<file path="config.mk">
export PLATFORM = sky130hd
export DESIGN_NAME = writeback_unit
export DESIGN_NICKNAME = d
export VERILOG_FILES = /design/src/rtl/writeback_unit.sv
export SDC_FILE = /design/constraint.sdc
export NUM_CORES = 1
export LEC_CHECK = 0
export CAP_MARGIN = 20
export CORE_ASPECT_RATIO = 1.5
export CORE_MARGIN = 2
export CORE_UTILIZATION = 30
export DETAILED_ROUTE_END_ITERATION = 10
export PLACE_DENSITY = 0.56
export SLEW_MARGIN = 20
export SYNTH_ARGS = -nofsm -noshare
export SYNTH_HDL_FRONTEND = slang
export SYNTH_SLANG_ARGS = --single-unit
</file>
<file path="constraint.sdc">
create_clock -name clk -period 3.8 [get_ports clk]
set_clock_uncertainty 0.15 [all_clocks]
set_input_delay 0.76 -clock clk [delete_from_list [all_inputs] [get_ports clk]]
set_output_delay 0.76 -clock clk [all_outputs]
set_load 0.005 [all_outputs]
</file>
<file path="src/rtl/writeback_unit.sv">
// writeback_unit: final pipeline stage. Buffers retired MEM-stage results in a
// small FIFO, performs load data selection / width extension at capture, and
// drains one entry per cycle into the registered register-file write port.
//
// Ports:
//   clk, reset        clock and synchronous active-high reset
//   mem_valid/ready   MEM-stage result handshake (ready = buffer not full)
//   mem_reg_write     instruction writes a register
//   mem_to_reg        1 = load data, 0 = ALU data
//   mem_rd            destination register
//   alu_data_out      ALU result
//   mem_data_out      raw load data
//   load_size         00 word, 01 half, 10 byte, 11 word
//   load_unsigned     zero-extend loads, else sign-extend
//   stall_flag        hold the drain
//   reg_write         one-cycle write enable / scoreboard clear
//   reg_wr_addr_wb    write address
//   reg_wr_data       write data
//   wb_busy           buffer non-empty or write pending
//   retired_count     retired-instruction counter (wraps)
//
// Optional feature (macro WB_FWD_EN): adds fwd_valid/fwd_addr/fwd_data, a
// combinational bypass of the youngest pending register write.
module writeback_unit #(
  parameter int unsigned DATA_W = 32,
  parameter int unsigned ADDR_W = 5,
  parameter int unsigned DEPTH  = 2
) (
  input  logic              clk,
  input  logic              reset,
  input  logic              mem_valid,
  output logic              mem_ready,
  input  logic              mem_reg_write,
  input  logic              mem_to_reg,
  input  logic [ADDR_W-1:0] mem_rd,
  input  logic [DATA_W-1:0] alu_data_out,
  input  logic [DATA_W-1:0] mem_data_out,
  input  logic [1:0]        load_size,
  input  logic              load_unsigned,
  input  logic              stall_flag,
  output logic              reg_write,
  output logic [ADDR_W-1:0] reg_wr_addr_wb,
  output logic [DATA_W-1:0] reg_wr_data,
  output logic              wb_busy,
  output logic [31:0]       retired_count
`ifdef WB_FWD_EN
  ,
  output logic              fwd_valid,
  output logic [ADDR_W-1:0] fwd_addr,
  output logic [DATA_W-1:0] fwd_data
`endif
);

  localparam int unsigned PTR_W = $clog2(DEPTH);
  localparam int unsigned CNT_W = $clog2(DEPTH + 1);

  logic              we_q   [DEPTH];
  logic [ADDR_W-1:0] rd_q   [DEPTH];
  logic [DATA_W-1:0] data_q [DEPTH];

  logic [PTR_W-1:0] wr_ptr_q, rd_ptr_q;
  logic [CNT_W-1:0] count_q, count_d;
  logic             push, pop;
  logic [DATA_W-1:0] sel_data;

  assign mem_ready = (count_q != CNT_W'(DEPTH));
  assign push      = mem_valid && mem_ready;
  assign pop       = (count_q != '0) && !stall_flag;
  assign wb_busy   = (count_q != '0) || reg_write;

  // Load data select and width extension happen at capture so the drain
  // path is a plain register copy.
  always_comb begin
    logic ext;
    sel_data = alu_data_out;
    ext      = 1'b0;
    if (mem_to_reg) begin
      unique case (load_size)
        2'b01: begin
          ext      = !load_unsigned && mem_data_out[15];
          sel_data = {{(DATA_W-16){ext}}, mem_data_out[15:0]};
        end
        2'b10: begin
          ext      = !load_unsigned && mem_data_out[7];
          sel_data = {{(DATA_W-8){ext}}, mem_data_out[7:0]};
        end
        default: sel_data = mem_data_out;
      endcase
    end
  end

  always_comb begin
    count_d = count_q;
    unique case ({push, pop})
      2'b10:   count_d = count_q + CNT_W'(1);
      2'b01:   count_d = count_q - CNT_W'(1);
      default: count_d = count_q;
    endcase
  end

  // Entry storage needs no reset: count gates every read.
  always_ff @(posedge clk) begin
    if (push) begin
      we_q[wr_ptr_q]   <= mem_reg_write;
      rd_q[wr_ptr_q]   <= mem_rd;
      data_q[wr_ptr_q] <= sel_data;
    end
  end

  always_ff @(posedge clk) begin
    if (reset) begin
      wr_ptr_q       <= '0;
      rd_ptr_q       <= '0;
      count_q        <= '0;
      reg_write      <= 1'b0;
      reg_wr_addr_wb <= '0;
      reg_wr_data    <= '0;
      retired_count  <= '0;
    end else begin
      count_q <= count_d;
      if (push) begin
        wr_ptr_q <= wr_ptr_q + PTR_W'(1);
      end
      if (pop) begin
        rd_ptr_q       <= rd_ptr_q + PTR_W'(1);
        // Writes to x0 retire and count but never reach the register file.
        reg_write      <= we_q[rd_ptr_q] && (rd_q[rd_ptr_q] != '0);
        reg_wr_addr_wb <= rd_q[rd_ptr_q];
        reg_wr_data    <= data_q[rd_ptr_q];
        retired_count  <= retired_count + 32'd1;
      end else begin
        reg_write <= 1'b0;
      end
    end
  end

`ifdef WB_FWD_EN
  // Walk oldest to youngest so the youngest qualifying entry wins; fall back
  // to the write port only when nothing buffered qualifies.
  always_comb begin
    logic [PTR_W-1:0] idx;
    fwd_valid = reg_write;
    fwd_addr  = reg_wr_addr_wb;
    fwd_data  = reg_wr_data;
    for (int i = 0; i < int'(DEPTH); i++) begin
      idx = rd_ptr_q + PTR_W'(i);
      if ((i < int'(count_q)) && we_q[idx] && (rd_q[idx] != '0)) begin
        fwd_valid = 1'b1;
        fwd_addr  = rd_q[idx];
        fwd_data  = data_q[idx];
      end
    end
  end
`endif

endmodule

</file>
==> flow_summary.ini <==
[detailed_routing]
wirelength_microns = 14710
drcViolationCount = 0
dr.first_iter.drc_count = 171
first_pass_iters = 4
vias = 4555
viasPerCell = 4.710
wl_per_cell_microns = 15.21
ant_nets = 0

[sta]
finalSetupViolations = 0
final_hold_viol_count = 0
min_period_ns = 2.836
max_freq_mhz = 352.6
worst_slew_pin_slew_ns = 0.6746
period_share_pct = 74.64
rsz0062_at_grt = false
whs_ns = 0.3449
slew_viol_final = 0
maxSlewHeadroom_pct = 55.03
tns_ns = 0

[floorplan]
io_pins = 150
start_util_pct = 30.36
dieArea_sq_um = 21770
core_sq_um = 20340
die_y_microns = 179.7
die_x_microns = 121.1
num_rows = 64

[global_route]
grt.total_usage_pct = 14.07
grt_max_degree = 80
overflow = 0
grt_pass1_vias = 4704
antenna_found_initial = 1
grt_pass1_wl_microns = 23680

[clock_network]
clockRootBuffer = clkbuf_16
cts_inserted_buffers = 17
cts.sinks = 151
cts_buffer_depth = 2
cts_tree = built
clk_pin_slew_worst_paths_ns = 0.06
cts_setup_buffers = 0
post_cts.resized_instances = 0
hold_buffers = 0
h-tree-depth = 4
insertion_delay_ns = 0.41

[finish]
final_layout_size_suffix_gt1_share_pct = 8.535
final_common_cell = clkdlybuf4s50_1
final_cells = 967
syn_to_final_growth_pct = 38.01
final_util_pct = 41.90
fin_nets = 772
layout_common_cells = clkdlybuf4s50_1 (148), nor2_1 (80), edfxtp_1 (76)
num_antenna_cells = 0
n_fill_cell = 1956

[synthesis]
yosysTopAreaCell = edfxtp_1
synthTopCellsByArea = edfxtp_1 (37%), dfxtp_1 (24%), mux2i_1 (6.2%), nor2_1 (4.9%), a211oi_1 (4.5%)
syn_area_sq_um = 6175
synthCells = 550
yosysSeqAreaShare_pct = 61.28
synth.net_count = 632
ys_types = 33
yosys_warnings = 0
synth_top_area_share_pct = 36.96
avgSynthCellArea_sq_um = 11.23
synth.ff_latch_count = 151

[pwr]
ir_drop_mv = 0.3223
p_leak_nw = 2.832
power.total_mw = 5.126
powerDensity_nw_per_um2 = 601.5

[outcome]
status = complete, no violations

[critical_path]
critPathArrivalTime_ns = 2.80
end_kind = register
critPathKind = in -> reg
cp-start-kind = primary input
required_ns = 3.77
critPathMaxFanout = 16

[placed_design]
gp_congestion = 0.7519
port_buffers = 149
hpwl_microns = 10390
dp_cells = 935

[job]
drv_cap = 0

[min_path]
hp-class = reg -> reg
==> routing by layer <==
layer / track usage, % / wire length (microns)
met4: 4.414 / 201
met5: 0 / 13
met3: 5.235 / 1062
met2: 25.21 / 7546
met1: 15.14 / 5880
==> worst max-delay path, stage by stage <==
cell and delay, ns:
clkdlybuf4s50_1 0.48, inv_1 0.05, ha_1 0.29, o31a_1 0.37, o31a_1 0.65, a21oi_1 0.20
==> stage by stage <==
step	setup slack, ns	instance area, sq um
detailed placement	0.5369	7924
floorplan	0.7620	6175
CTS	0.9890	8519
finish	0.9636	8522
global route	0.8670	8522
global placement	0.6292	7924
==> where the power goes <==
group | total [mW] | internal [mW] | leakage, nW | switching, mW
Sequential | 2.27 | 2.05 | 1.32 | 0.220
Clock | 1.70 | 1.05 | 0.286 | 0.648
Combinational | 1.16 | 0.619 | 1.22 | 0.542
==> final cells by class <==
| class | count | area (sq um) | area share [%] |
|---|---|---|---|
| clock buffer | 20 | 446.7 | 5.242 |
| tap | 264 | 330.3 | 3.876 |
| timing repair buffer | 157 | 1559 | 18.29 |
| multi-input combinational | 357 | 2227 | 26.13 |
| inverter | 6 | 22.52 | 0.2643 |
| clock inverter | 12 | 148.9 | 1.747 |
| sequential | 151 | 3787 | 44.44 |
==> logic make-up after synthesis <==
| kind of cell | count (synthesis) | synth area share, % |
|---|---|---|
| buffers and inverters | 42 | 2.796 |
| adders and majority gates | 4 | 0.8106 |
| AOI/OAI and AO/OA | 102 | 10.52 |
| DFF | 151 | 61.28 |
| and+or+nand+nor | 187 | 14.14 |
| muxes | 53 | 8.896 |
| xor gates and xnor gates | 11 | 1.560 |
==> sequential cells by signal (all words and copies together) (netlist names), named ones only <==
name / count
reg_wr_data: 32
rd_ptr_q: 1
data_q: 64
rd_q: 10
wr_ptr_q: 1
we_q: 2
count_q: 2
reg_wr_addr_wb: 5
reg_write: 1
retired_count: 32
==> cell usage after synthesis (all sizes together) <==
library cell and count:
o21ai 9, and3 4, o21bai 1, mux2i 38, nor4b 1, nor4 7
clkbuf 30, dfxtp 75, mux2 15, ha 4, nor2 81, or3 10
a211oi 37, buf 6, nand2 44, xor2 4, o31a 2, edfxtp 76
nand3 7, nand2b 1, and4 2, or4 12, o31ai 10, nor3 4
a21oi 43, or2 1, nand4 6, inv 6, xnor2 7, nor2b 7
==> final timing paths <==
check | from | to | slack [ns] | depth (start not counted)
setup / recovery | load_size[0] | data_q[0][24] | 0.96 | 6
hold reg to reg | reg_wr_data[25] | reg_wr_data[25] | 0.34 | 2
setup reg to reg | retired_count[3] | retired_count[28] | 1.50 | 4
hold / removal | reg_wr_data[25] | reg_wr_data[25] | 0.34 | 2
(Power assumes the default switching activity.)
